$ cat src/rtl/fifo_stream_reader.sv
// rtl/fifo_stream_reader.sv - read-side master for a standard-mode FIFO feeding a valid/ready stream
//
// Pops words from a non-FWFT synchronous FIFO and holds them in a small
// credit-managed buffer. The buffer head is presented downstream as a stream.
// A pop is issued only when a buffer slot is reserved for its data. That covers
// both occupied slots and words still in the FIFO read pipeline. As a result the
// buffer cannot overrun unless the FIFO misbehaves.
//
// Ports
//   clock                 single clock, rising edge
//   reset                 asynchronous, active-high
//   enable                1 = new pops may be issued, 0 = drain only
//   fifo_empty            FIFO empty flag
//   fifo_read_data        FIFO read data
//   fifo_read_data_valid  qualifier for fifo_read_data
//   fifo_read_enable      pop request to the FIFO
//   out_data              stream data (buffer head, from registers)
//   out_valid             stream valid
//   out_ready             stream ready
//   word_count            words delivered downstream, wraps at 2^32
//   protocol_error        sticky: unsolicited FIFO data or buffer overrun

module fifo_stream_reader #(
  parameter int DATA_WIDTH   = 16,
  parameter int BUFFER_DEPTH = 4,
  parameter int READ_LATENCY = 1
) (
  input  logic                  clock,
  input  logic                  reset,
  input  logic                  enable,
  input  logic                  fifo_empty,
  input  logic [DATA_WIDTH-1:0] fifo_read_data,
  input  logic                  fifo_read_data_valid,
  output logic                  fifo_read_enable,
  output logic [DATA_WIDTH-1:0] out_data,
  output logic                  out_valid,
  input  logic                  out_ready,
  output logic [31:0]           word_count,
  output logic                  protocol_error
);

  localparam int PTR_W = $clog2(BUFFER_DEPTH);
  localparam int CNT_W = $clog2(BUFFER_DEPTH + 1);

  localparam logic [CNT_W-1:0] DEPTH_CNT = CNT_W'(BUFFER_DEPTH);
  localparam logic [CNT_W:0]   DEPTH_SUM = (CNT_W + 1)'(BUFFER_DEPTH);

  // Elaboration-time parameter sanity checks.
  if (READ_LATENCY < 1 || READ_LATENCY > 2) begin : g_bad_latency
    $error("fifo_stream_reader: READ_LATENCY must be 1 or 2");
  end
  if (BUFFER_DEPTH < 2 || (BUFFER_DEPTH & (BUFFER_DEPTH - 1)) != 0) begin : g_bad_depth
    $error("fifo_stream_reader: BUFFER_DEPTH must be a power of two >= 2");
  end

  // Buffer storage and bookkeeping.
  logic [DATA_WIDTH-1:0] data_buf [BUFFER_DEPTH];
  logic [PTR_W-1:0]      rd_ptr;
  logic [PTR_W-1:0]      wr_ptr;
  logic [CNT_W-1:0]      occupancy;
  logic [CNT_W-1:0]      in_flight;

  // Handshake and event terms.
  logic [CNT_W:0] credits_used;
  logic           issue;
  logic           pop;
  logic           ret_ok;
  logic           unsolicited;
  logic           overrun;
  logic           push;

  // Credit check uses only registered state. out_ready has no path into the
  // FIFO read port; a slot freed by a pop is reused one cycle later.
  assign credits_used = {1'b0, occupancy} + {1'b0, in_flight};
  assign issue        = enable & ~fifo_empty & (credits_used < DEPTH_SUM);

  // Keep the pop request low while reset is held, even if enable is high.
  assign fifo_read_enable = issue & ~reset;

  assign out_valid = (occupancy != '0);
  assign out_data  = data_buf[rd_ptr];
  assign pop       = out_valid & out_ready;

  // A return counts against in_flight only when one was outstanding. A return
  // into a full buffer is dropped unless the head leaves in the same cycle.
  assign ret_ok      = fifo_read_data_valid & (in_flight != '0);
  assign unsolicited = fifo_read_data_valid & (in_flight == '0);
  assign overrun     = ret_ok & (occupancy == DEPTH_CNT) & ~pop;
  assign push        = ret_ok & ~overrun;

  always_ff @(posedge clock or posedge reset) begin
    if (reset) begin
      rd_ptr         <= '0;
      wr_ptr         <= '0;
      occupancy      <= '0;
      in_flight      <= '0;
      word_count     <= '0;
      protocol_error <= 1'b0;
      for (int i = 0; i < BUFFER_DEPTH; i++) begin
        data_buf[i] <= '0;
      end
    end else begin
      if (push) begin
        data_buf[wr_ptr] <= fifo_read_data;
        wr_ptr           <= wr_ptr + 1'b1;
      end

      if (pop) begin
        rd_ptr     <= rd_ptr + 1'b1;
        word_count <= word_count + 32'd1;
      end

      case ({push, pop})
        2'b10:   occupancy <= occupancy + 1'b1;
        2'b01:   occupancy <= occupancy - 1'b1;
        default: occupancy <= occupancy;
      endcase

      case ({fifo_read_enable, ret_ok})
        2'b10:   in_flight <= in_flight + 1'b1;
        2'b01:   in_flight <= in_flight - 1'b1;
        default: in_flight <= in_flight;
      endcase

      if (unsolicited || overrun) begin
        protocol_error <= 1'b1;
      end
    end
  end

endmodule
$ cat config.mk
export PLATFORM = sky130hd
export DESIGN_NAME = fifo_stream_reader
export DESIGN_NICKNAME = d
export VERILOG_FILES = /design/src/rtl/fifo_stream_reader.sv
export SDC_FILE = /design/constraint.sdc
export NUM_CORES = 1
export LEC_CHECK = 0
export CAP_MARGIN = 20
export CORE_MARGIN = 2
export CORE_UTILIZATION = 28
export DETAILED_ROUTE_END_ITERATION = 10
export DONT_BUFFER_PORTS = 1
export PLACE_DENSITY_LB_ADDON = 0.12
export SLEW_MARGIN = 10
export SYNTH_ARGS = -nofsm -noshare
export SYNTH_HDL_FRONTEND = slang
export SYNTH_SLANG_ARGS = --single-unit
$ cat constraint.sdc
create_clock -name clock -period 4.1 [get_ports clock]
set_input_delay 0.82 -clock clock [delete_from_list [all_inputs] [get_ports clock]]
set_output_delay 0.82 -clock clock [all_outputs]
set_load 0.01 [all_outputs]
After elaboration in Yosys (flattened, before gate mapping)
Cells that the tools add are included.
Operators by class
  add/sub/neg operators: 8
  $lt $le $gt $ge: 4
  eq/ne operators: 5
  mux-type cells: 8
  bitwise operators: 15
  reductions and logical operators: 7
Operator list (number)
  bitwise mux 64 bit: 1
  two-way mux 16 bit: 3
  adder 32 x 1 -> 32 bit (second input constant): 1
  binary-select mux 16 bit (select 2 bit): 1
  demux 16 bit (select 2 bit): 1
  one-hot mux 3 bit (2 select lines): 2
  AND 1 bit: 9
  adder 3 x 1 -> 3 bit (second input constant): 2
  >= comparator 3 bit (second input constant): 2
  NOT 2 -> 3 bit: 2
  nonzero test 3 bit: 2
  subtractor 3 x 1 -> 3 bit (second input constant): 2
  adder 2 x 1 -> 2 bit (second input constant): 2
  adder 3 x 3 -> 4 bit: 1
  equality test 2 x 1 -> 1 bit (second input constant): 2
  equality test 2 bit (second input constant): 2
  less-than comparator 4 x 3 -> 1 bit (second input constant): 1
  NOT 1 bit: 4
  nonzero test 2 bit: 2
  equality test 3 bit (second input constant): 1
  zero test 3 bit: 1
  less-than comparator 3 x 1 -> 1 bit (second input constant): 1
  logical AND 1 bit: 1
  logical OR 1 bit: 1
Storage, ports and cells
  register bits: 107
  input port bits: 22
  output and inout bits: 51
  logic and storage cells: 57

Longest topological paths before layout
  depth after elaboration: 8
  gate-level depth with buffers: 9

Worst setup path before layout
OpenSTA, ideal clock, no wires.
  path kind: input to register
  start: in out_ready
  end: reg occupancy[2]
  arrival: 2.297 ns
  data required time: 4.021 ns
  setup slack: 1.723 ns
  cell stages on the path: 9
  path buffers: 0
  cells stage by stage: nor4b_2 > nor3b_4 > inv_1 > ha_1 > inv_1 > fa_1 > xor2_1 > nor2_1 > xor2_1
Between the ends
  cells in the longest elaborated chain, start to end: 7
  elaborated cells between the ends (all ways): 9
Ends and longest elaborated chain
  from (decl): RTL line 37  | input logic out_ready,
  AND 1 bit (*): RTL line 82  | assign pop = out_valid & out_ready;
  NOT 1 bit: RTL line 88  | assign overrun = ret_ok & (occupancy == DEPTH_CNT) & ~pop;
  AND 1 bit: RTL line 88
  NOT 1 bit: RTL line 89  | assign push = ret_ok & ~overrun;
  AND 1 bit: RTL line 89
  equality test 2 x 1 -> 1 bit or equality test 2 bit (tied branches): RTL line 113  | case ({push, pop})
  one-hot mux 3 bit (2 select lines) or nonzero test 2 bit (tied branches)
  to (signal assigned): RTL line 114  | 2'b10: occupancy <= occupancy + 1'b1;
  to (signal assigned): RTL line 115  | 2'b01: occupancy <= occupancy - 1'b1;
  to (signal assigned): RTL line 116  | default: occupancy <= occupancy;
  to (decl): RTL line 60  | logic [CNT_W-1:0] occupancy;
Mark *: on every way between the ends. The rest lies on a longest branch, timed or not.
A chain may end at the register's enable or synchronous reset.

Worst setup path in the final report
  start: reg rd_ptr[1]
  end: out out_data[2]
Between the ends
  cells in the longest elaborated chain, start to end: 4
Ends and longest elaborated chain
  from (decl): RTL line 58  | logic [PTR_W-1:0] rd_ptr;
  from (signal assigned): RTL line 109  | rd_ptr <= rd_ptr + 1'b1;
  NOT 2 -> 3 bit (not written as such): RTL line 81  | assign out_data = data_buf[rd_ptr];
  binary-select mux 16 bit (select 2 bit): RTL line 81
  two-way mux 16 bit (not written as such) (2 in series): RTL line 81
  to (decl): RTL line 35  | output logic [DATA_WIDTH-1:0] out_data,
Every way passes these cells. The select of a mux whose other input is x is not followed.

==> impl_metrics.csv <==
group,metric,value,unit
outcome,status,"finished clean",
logic_synthesis,synth.area.top_cells,"dfrtp_1 54%, mux2_2 14%, mux4_2 7.3%, xnor2_1 3.9%, xor2_1 3.2%",
critical_path,crit_required,3.28,ns
layout,nFillCells,1689,
routing,antenna_left,0,
routing,viasPerCell,4.63,
floorplan,coreArea,0.0172,mm2
layout,final_layout_size_suffix_gt1_share,32.3,%
routing,drt_iter0_markers,113,
routing,drt-pass1-iter-count,4,
logic_synthesis,yosysWarnings,0,
clock_network,h-tree-depth,3,
layout,mostFrequentLayoutCell,"dfrtp_1",
critical_path,r2r_slack,1.84,ns
routing,wl_met1,4380,um
logic_synthesis,yosys.area.top_type,"dfrtp_1",
critical_path,path_class,"reg2out",
routing,wl_met3,469,um
timing,fin_crit,2.62,ns
placed_design,dp_hpwl,6840,um
timing,setup-tns-final,0,ns
timing,fmax,381,MHz
routing,totalWireLength,10300,um
critical_path,worstPathMaxFanout,17,
timing,rsz0062_at_grt,"false",
timing,finalClockSkew,0.00863,ns
timing,worst_pin_slew,0.959,ns
critical_path,critPathCaptureType,"output pin",
clock_network,cts-resized-gates,0,
critical_path,slowest_stage,"dfrtp_1",
logic_synthesis,syn-cell-area,0.00491,mm2
critical_path,rr_endpoint,"occupancy[2]",
job,drv_cap,0,
critical_path,path_cells,"mux4_2",
layout,antenna_cells,0,
clock_network,worstSkewPairLatency,0.35,ns
floorplan,die_w,136,um
grt,grt_pass1_wl,16600,um
floorplan,die_area,0.0186,mm2
layout,final_util,31.7,%
clock_network,postCtsHoldBufs,0,
critical_path,reg2reg_depth,9,
critical_path,path_delay_family,"flip-flops",
power,vdd_drop_max,0.240,mV
clock_network,ctsLongestPathBuffers,2,
routing,top_layer,"met4",
logic_synthesis,syn-instance-count,345,
floorplan,start_util,28.5,%
critical_path,cp_num_cells,1,
clock_network,ctsRootBufferMaster,"clkbuf_16",
grt,grt_pass1_vias,2904,
logic_synthesis,avgSynthCellArea,14.2,um2
routing,met2_length,5330,um
clock_network,post_cts_buffers,0,
critical_path,crit_path_start,"rd_ptr[1]",
critical_path,critPathCapture,"out_data[2]",
grt,grt_overflow_total,0,
timing,hold_viol,0,
logic_synthesis,synth_nets,378,
routing,vias,2690,
critical_path,start_kind,"flop",
logic_synthesis,synth.top_cell.area_share,54.5,%
layout,area_growth,11.2,%
timing,fin_crit_sh,64.0,%
grt,grt_max_degree,59,
layout,final_cell_mix,"107 x dfrtp_1, 60 x mux2_2, 22 x xnor2_1, 21 x nand2_1, 18 x xor2_1",
logic_synthesis,yosysSeqAreaShare,54.5,%
grt,grt_use_total,11.9,%
timing,worst_slew_margin_rel,36.0,%
routing,drc_errors,0,
critical_path,crit_buf_inv,0,
floorplan,io_pins,73,
clock_network,clkSlewWorstSetupHoldPaths,0.07,ns
critical_path,worstPathArrival,1.80,ns
logic_synthesis,yosysUniqueCellTypes,33,
timing,setup_viol,0,
logic_synthesis,synth_seq_cells,107,
power,pwr_density_cell,738,mW/mm2
hold_path,min_path_type,"in2async",
floorplan,die_h,136,um
clock_network,cts_tree,"yes",
critical_path,critPathMaxStageDelay,0.98,ns
power,p_leak,0.00238,uW
grt,antenna_found_initial,0,
placed_design,port_buffers,0,
timing,drv_slew,0,
floorplan,rows,48,
clock_network,numCtsBuffers,9,
clock_network,cts_sinks,107,
layout,layout.nets,384,
routing,post_drt_wl_per_cell,17.8,um
placed_design,place.gp.congestion,0.718,
critical_path,r2r-start,"in_flight[0]",
[registers in the layout (all words and copies together), names as in the netlist]
register and cells:
data_buf 64, in_flight 3, occupancy 3, protocol_error 1, rd_ptr 2, word_count 32
wr_ptr 2
[metrics by stage]
stage,instance area [um2],hold slack (ns),total power (uW),worst slack [ns],instances
2_1_floorplan,4910,0.467,2880,0.463,345
3_3_place_gp,5160,0.482,3150,1.65,565
3_5_place_dp,5160,0.487,3200,1.60,565
4_1_cts,5460,0.501,4120,1.42,581
5_1_grt,5460,0.518,4290,1.40,581
6_report,5460,0.464,4030,1.48,581
[final cells by class]
class | count | area (um2) | share of cell area [%]
well taps | 225 | 282 | 5.15
inverters | 12 | 47.5 | 0.870
flip-flops and latches | 107 | 2680 | 49.0
repair buffers | 3 | 22.5 | 0.412
clock inverters | 4 | 48.8 | 0.893
multi-input cells | 218 | 2130 | 39.0
clock buffers | 12 | 256 | 4.70
[power by group]
group          leakage, uW  total (uW)  internal (uW)  switching, uW
logic             0.000899        1350            755            596
clock network     0.000153         903            507            396
registers          0.00132        1780           1470            312
[worst register-to-register path, delay by kind of cell, from the launching register on]
kind / cells / cell delay [ns]
and+or+nand+nor: 3 / 0.74
adders and majority gates: 2 / 0.55
DFF: 1 / 0.42
xor gates and xnor gates: 2 / 0.32
buffers and inverters: 2 / 0.15
[cells in the mapped netlist]
library cell  number
and3_1             2
and3_2             3
and4_1             1
and4_2             2
buf_2              2
buf_6              4
clkbuf_1           2
dfrtp_1          107
fa_1               2
ha_1               9
inv_1             11
inv_2              1
mux2_2            60
mux2_4             4
mux2i_1            2
mux4_2            16
nand2_1           21
nand2_2            4
nand2b_1           1
nand3_1           11
nand4_1           11
nor2_1            11
nor2b_1            2
nor3_1             6
nor3b_4            1
nor4_1             2
nor4_4             2
nor4b_2            1
o21ai_0            2
o31ai_4            1
or3_2              1
xnor2_1           22
xor2_1            18
[worst min-delay path by stage]
stage                  from           end  slack, ns
6_report              reset  data_buf[59]       0.46
2_1_floorplan  in_flight[2]  in_flight[2]       0.47
5_1_grt           rd_ptr[0]     rd_ptr[0]       0.52
3_5_place_dp   data_buf[18]  data_buf[18]       0.49
3_3_place_gp   data_buf[40]  data_buf[40]       0.48
4_1_cts               reset  in_flight[1]       0.50
[layer usage]
layer	vias up	track usage (%)
met4	0	5.09
li1	1235	-
met5	-	0
met3	12	3.24
met2	54	20.3
met1	1389	14.1
[cell families after synthesis]
kind of cell               count (synthesis)  share of synthesized area, %
AOI/OAI and AO/OA                          3                         0.637
adders and majority gates                 11                          3.11
xor gates and xnor gates                  40                          7.13
DFF                                      107                          54.5
buffers and inverters                     20                          2.19
muxes                                     82                          22.7
and+or+nand+nor                           82                          9.73
(Power assumes the default switching activity.)
